[config.mk]
export PLATFORM = sky130hd
export DESIGN_NAME = regfile_sb_flat
export DESIGN_NICKNAME = d
export VERILOG_FILES = /design/src/rtl/regfile_sb_if.sv /design/src/rtl/regfile_sb.sv /design/src/flat_wrapper.sv
export SDC_FILE = /design/constraint.sdc
export NUM_CORES = 2
export LEC_CHECK = 0
export ABC_CLOCK_PERIOD_IN_PS = 2700
export BUFFER_PORTS_ARGS = -buffer_cell sky130_fd_sc_hd__buf_2
export CAP_MARGIN = 20
export CELL_PAD_IN_SITES_DETAIL_PLACEMENT = 0
export CELL_PAD_IN_SITES_GLOBAL_PLACEMENT = 1
export CORE_MARGIN = 8
export CORE_UTILIZATION = 40
export CTS_CLUSTER_DIAMETER = 200
export CTS_CLUSTER_SIZE = 12
export DETAILED_ROUTE_END_ITERATION = 8
export PLACE_DENSITY_LB_ADDON = 0.1
export SETUP_SLACK_MARGIN = 0.2
export SYNTH_ARGS = -nofsm -noshare
export SYNTH_HDL_FRONTEND = slang
export SYNTH_SLANG_ARGS = --single-unit
[constraint.sdc]
create_clock -name clk -period 2.7 [get_ports clk]
set_input_delay 0.135 -clock clk [delete_from_list [all_inputs] [get_ports clk]]
set_output_delay 0.135 -clock clk [all_outputs]
set_load 0.02 [all_outputs]
[src/rtl/regfile_sb_if.sv]
// Decode/writeback bundle for regfile_sb: two read ports with hazard flags,
// an issue port that marks destinations busy, and the writeback port.
interface regfile_sb_if #(
    parameter int XLEN = 32,
    parameter int AW   = 5
);
    logic [AW-1:0]   ra;
    logic [AW-1:0]   rb;
    logic [XLEN-1:0] da;
    logic [XLEN-1:0] db;
    logic            busy_a;
    logic            busy_b;
    logic            iss_en;
    logic [AW-1:0]   iss_rd;
    logic            wen;
    logic [AW-1:0]   rc;
    logic [XLEN-1:0] dc;
    logic            wb_clr;
    logic            any_busy;

    modport master (
        output ra, rb, iss_en, iss_rd, wen, rc, dc, wb_clr,
        input  da, db, busy_a, busy_b, any_busy
    );

    modport slave (
        input  ra, rb, iss_en, iss_rd, wen, rc, dc, wb_clr,
        output da, db, busy_a, busy_b, any_busy
    );
endinterface

[src/rtl/regfile_sb.sv]
// Register file with two combinational read ports, one write port, optional
// write-to-read bypass and a per-register busy scoreboard for hazard detection.
module regfile_sb #(
    parameter int XLEN     = 32,
    parameter int NREGS    = 32,
    parameter int AW       = 5,
    parameter int ZERO_REG = 1,
    parameter int BYPASS   = 1
) (
    input  logic         clk,
    input  logic         res_n,
    regfile_sb_if.slave  bus
);
    localparam bit HAS_ZERO = (ZERO_REG != 0);
    localparam bit HAS_BYP  = (BYPASS != 0);

    logic [XLEN-1:0]  mem [NREGS];
    logic [NREGS-1:0] busy;

    genvar gi;
    generate
        for (gi = 0; gi < NREGS; gi++) begin : g_reg
            if (HAS_ZERO && gi == 0) begin : g_zero
                assign mem[gi]  = '0;
                assign busy[gi] = 1'b0;
            end else begin : g_live
                logic [XLEN-1:0] data_reg;
                logic            busy_reg;
                logic            busy_next;
                logic            wr_hit;

                assign wr_hit = bus.wen && (bus.rc == AW'(gi));

                // Issue is applied after the clear so a new producer wins a collision.
                always_comb begin
                    busy_next = busy_reg;
                    if (wr_hit && bus.wb_clr) begin
                        busy_next = 1'b0;
                    end
                    if (bus.iss_en && (bus.iss_rd == AW'(gi))) begin
                        busy_next = 1'b1;
                    end
                end

                always_ff @(posedge clk or negedge res_n) begin
                    if (!res_n) begin
                        data_reg <= '0;
                        busy_reg <= 1'b0;
                    end else begin
                        if (wr_hit) begin
                            data_reg <= bus.dc;
                        end
                        busy_reg <= busy_next;
                    end
                end

                assign mem[gi]  = data_reg;
                assign busy[gi] = busy_reg;
            end
        end
    endgenerate

    logic a_zero;
    logic b_zero;
    logic a_fwd;
    logic b_fwd;

    assign a_zero = HAS_ZERO && (bus.ra == '0);
    assign b_zero = HAS_ZERO && (bus.rb == '0);
    assign a_fwd  = HAS_BYP && bus.wen && (bus.rc == bus.ra);
    assign b_fwd  = HAS_BYP && bus.wen && (bus.rc == bus.rb);

    // Outputs are gated by res_n so the bypass cannot leak dc while in reset.
    always_comb begin
        bus.da     = '0;
        bus.busy_a = 1'b0;
        if (res_n && !a_zero) begin
            bus.da     = a_fwd ? bus.dc : mem[bus.ra];
            bus.busy_a = busy[bus.ra] && !(a_fwd && bus.wb_clr);
        end
    end

    always_comb begin
        bus.db     = '0;
        bus.busy_b = 1'b0;
        if (res_n && !b_zero) begin
            bus.db     = b_fwd ? bus.dc : mem[bus.rb];
            bus.busy_b = busy[bus.rb] && !(b_fwd && bus.wb_clr);
        end
    end

    assign bus.any_busy = |busy;
endmodule

[src/flat_wrapper.sv]
// flat-port wrapper written by rule: the top's interface ports become plain ports
module regfile_sb_flat 
#(
    parameter int XLEN     = 32,
    parameter int NREGS    = 32,
    parameter int AW       = 5,
    parameter int ZERO_REG = 1,
    parameter int BYPASS   = 1
)
  (clk, res_n, bus_ra, bus_rb, bus_iss_en, bus_iss_rd, bus_wen, bus_rc, bus_dc, bus_wb_clr, bus_da, bus_db, bus_busy_a, bus_busy_b, bus_any_busy);
  regfile_sb_if #(.XLEN(XLEN), .AW(AW)) bus_i ();
  input  logic clk;
  input  logic res_n;
  input wire logic [$bits(bus_i.ra)-1:0] bus_ra;
  input wire logic [$bits(bus_i.rb)-1:0] bus_rb;
  input wire logic [$bits(bus_i.iss_en)-1:0] bus_iss_en;
  input wire logic [$bits(bus_i.iss_rd)-1:0] bus_iss_rd;
  input wire logic [$bits(bus_i.wen)-1:0] bus_wen;
  input wire logic [$bits(bus_i.rc)-1:0] bus_rc;
  input wire logic [$bits(bus_i.dc)-1:0] bus_dc;
  input wire logic [$bits(bus_i.wb_clr)-1:0] bus_wb_clr;
  output wire logic [$bits(bus_i.da)-1:0] bus_da;
  output wire logic [$bits(bus_i.db)-1:0] bus_db;
  output wire logic [$bits(bus_i.busy_a)-1:0] bus_busy_a;
  output wire logic [$bits(bus_i.busy_b)-1:0] bus_busy_b;
  output wire logic [$bits(bus_i.any_busy)-1:0] bus_any_busy;
  assign bus_i.ra = bus_ra;
  assign bus_i.rb = bus_rb;
  assign bus_i.iss_en = bus_iss_en;
  assign bus_i.iss_rd = bus_iss_rd;
  assign bus_i.wen = bus_wen;
  assign bus_i.rc = bus_rc;
  assign bus_i.dc = bus_dc;
  assign bus_i.wb_clr = bus_wb_clr;
  assign bus_da = bus_i.da;
  assign bus_db = bus_i.db;
  assign bus_busy_a = bus_i.busy_a;
  assign bus_busy_b = bus_i.busy_b;
  assign bus_any_busy = bus_i.any_busy;
  regfile_sb #(.XLEN(XLEN), .NREGS(NREGS), .AW(AW), .ZERO_REG(ZERO_REG), .BYPASS(BYPASS)) u_core (.clk(clk), .res_n(res_n), .bus(bus_i));
endmodule
==> results.py <==
metrics = {
    "run_status": {
        "outcome": "complete, but fails checks",
        "violations": "negative setup slack",
    },
    "layout": {
        "multi_input_area_um2": 29900,
        "drive_above_1_share_pct": 52.4,
        "synthToLayoutAreaGrowth_pct": 16.8,
        "seq_area_um2": 25600,
        "final_nets": 4232,
        "n_antenna_cell": 0,
        "largest_reg_flops": 992,
        "final_area_um2": 65300,
        "fill_cells": 12400,
    },
    "detailed_routing": {
        "vias_per_cell": 6.31,
        "totalWireLength_um": 205000,
        "drc": 0,
        "ant_nets": 0,
        "drt_iter0_markers": 2988,
        "wl_per_cell_um": 33.9,
        "drtPass1Iterations": 5,
        "vias": 38200,
    },
    "setup_path": {
        "path_buf_inv": 1,
        "cp.required_ns": 2.57,
        "cpMaxStageDelayCell": "mux4_2",
        "end_kind": "primary output",
        "critical_path_class": "flip-flop to primary output",
        "path_max_fanout": 4,
        "path_cells": "mux4_2 -> mux4_2 -> mux2i_4 -> a211oi_4 -> buf_6",
        "cp_top_family": "multiplexers",
        "critical-path-max-stage-delay_ns": 0.52,
        "start_kind": "flip-flop",
        "cpMostUsedCell": "mux4_2",
        "arrival_ns": 2.69,
    },
    "timing": {
        "finalHoldViolCount": 0,
        "maxSlewHeadroom_pct": 29.1,
        "period_share_pct": 105,
        "period_needed_ns": 2.82,
        "fin_setup_tns_ns": -0.293,
        "slew_violations": 0,
        "rsz0062_at_grt": "yes",
        "setup_violations": 4,
        "tightest_slew_ns": 1.06,
        "clock_skew_ns": 0,
        "timing.fmax_mhz": 354,
        "setup_ws_ns": -0.122,
    },
    "grt": {
        "grt_pass1_wl_um": 298000,
        "grt_pass1_vias": 39400,
        "grt-ovfl-total": 0,
        "grt_use_met1_pct": 38.3,
        "antenna_found_initial": 5,
        "grt_max_degree": 147,
        "grt.met2_usage_pct": 41.5,
        "use_met3_pct": 4.38,
        "top_usage_layer": "met2",
        "grt.total_usage_pct": 26.6,
    },
    "clock_tree": {
        "cts-htree-levels": 3,
        "clk_latency_ns": 0.69,
        "clock_sinks": 1023,
        "clk_pin_slew_ns": 0.06,
        "root_buffer": "clkbuf_16",
        "ctsLongestPathBuffers": 3,
        "cts_tree": "built",
        "cts_made_buffers": 95,
    },
    "yosys": {
        "synth_edf_count": 0,
        "yosysMostFrequentCell": "mux2_2",
        "synth.area.top_cells": "dfrtp_1 46%, mux2_2 22%, mux4_2 13%, mux2i_1 4.3%, clkbuf_1 1.3%",
        "syn-cell-area_um2": 55900,
        "yosys.area.top_type": "dfrtp_1",
        "ys_ff_latch": 1023,
        "synth_nets": 4119,
        "yosys-top-cells-count": "1096 x mux2_2, 1023 x dfrtp_1, 333 x mux4_2",
        "synth_warnings": 0,
        "synth_cell_types": 51,
        "yosys_most_used_dff": "dfrtp_1",
        "ys_seq_area_share_pct": 45.8,
        "synth_top_area_share_pct": 45.8,
        "async_flop_share_pct": 100,
        "syn_inst": 4062,
        "syn_avg_cell_area_um2": 13.8,
    },
    "die": {
        "die_w_um": 390,
        "io-pin-count": 124,
        "dieArea_um2": 152000,
        "core_um2": 139000,
        "rows": 137,
        "start_util_pct": 40.2,
        "die_height_um": 390,
    },
    "power": {
        "p_seq_share_pct": 47.1,
        "leakagePower_uw": 0.0279,
        "p_clk_share_pct": 28.4,
        "switching_power_uw": 12800,
        "internal_power_uw": 30900,
        "combPwrFrac_pct": 24.5,
        "p_sw_share_pct": 29.4,
        "peakVddDrop_v": 0.000525,
        "p_per_area_nw_per_um2": 669,
        "power_uw": 43700,
    },
    "placement": {
        "place_congestion": 0.787,
        "placed_area_um2": 60500,
        "port_buffers": 123,
        "dp_hpwl_um": 125000,
    },
    "run": {
        "maxCapViolations": 0,
    },
    "hold_path": {
        "hold_path.class": "input port to flip-flop",
    },
}
final cells by class:
cell class,instances,area share (%)
Clock inverter,4,0.0689
Inverter,2,0.0115
Sequential cell,1023,39.2
Timing Repair Buffer,452,7.62
Multi-Input combinational cell,2601,45.8
Tap cell,1876,3.59
Clock buffer,98,3.75
path summary, 6_finish.rpt:
kind,slack (ns),cells past startpoint,start,endpoint
setup / recovery,-0.12,5,u_core.g_reg[15].g_live.busy_reg,bus_busy_b
max in group asynchronous,0.46,6,res_n,u_core.g_reg[24].g_live.data_reg[10]
hold / removal,0.08,4,bus_wb_clr,u_core.g_reg[15].g_live.busy_reg
hold reg to reg,0.51,1,u_core.g_reg[14].g_live.data_reg[9],u_core.g_reg[14].g_live.data_reg[9]
setup reg to reg,1.77,2,u_core.g_reg[6].g_live.data_reg[2],u_core.g_reg[6].g_live.data_reg[2]
min in group asynchronous,0.64,4,res_n,u_core.g_reg[19].g_live.data_reg[27]
power by group through the flow:
stage / combinational [uW] / sequential [uW] / clock (uW)
finish: 10700 / 20600 / 12400
CTS: 10600 / 20500 / 12800
global placement: 9740 / 20700 / 0
floorplan: 7220 / 20000 / 0
global route: 11400 / 21000 / 13300
detailed placement: 9860 / 20800 / 0
cell families (layout without fill, tap and decap cells):
family,after synthesis,count (layout),share of synthesized area (%)
buffers and inverters,438,556,3.87
multiplexers,1701,1701,40.4
AND/OR/NAND/NOR,400,400,3.39
flip-flops,1023,1023,45.8
AO/OA/AOI/OAI,490,490,6.41
XOR/XNOR,10,10,0.157
per-stage QoR:
step | worst slack (ns) | hold slack [ns] | std cells | utilization [%]
finish | -0.122 | 0.0831 | 6056 | 46.9
global route | -0.152 | 0.0737 | 6056 | 46.9
CTS | -0.132 | 0.0157 | 6046 | 46.6
detailed placement | 0.0943 | 0.0236 | 5897 | 43.4
global placement | 0.0782 | 0.0247 | 5896 | 43.4
floorplan | 0.646 | -0.161 | 4062 | -
tightest hold or removal path: stages:
cell	delay (ns)
buf_2	0.19
clkinv_1	0.22
o31ai_1	0.11
o21ai_0	0.07
cells in the final DEF, fill, tap and decap left out, drive strengths merged, types with 19 or more instances in the layout:
master,instances
a221oi,40
mux4,333
clkbuf,98
or4,19
o21ai,53
dfrtp,1023
a22oi,92
nor2,141
a31oi,41
nor4,22
nand2,104
a211oi,32
a22o,47
mux2i,243
buf,431
o22ai,91
o311ai,32
mux2,1125
nor2b,28
nor3,19
dlygate4sd3,21
timing repair:
item / CTS / global route
buffers inserted: 25 / 10
hold buffers: 22 / 0
hold endpoints to repair: 563 / 0
resized for setup: 311 / 81
setup endpoints to repair: 67 / 115
pin swaps: 111 / 45
layer usage:
metal,vias up,part of all wire [%]
li1,15800,-
met1,20900,45
met2,1238,46
met3,318,5.5
met4,2,3.1
met5,-,0.0063
Power figures use the tool's default switching activity.
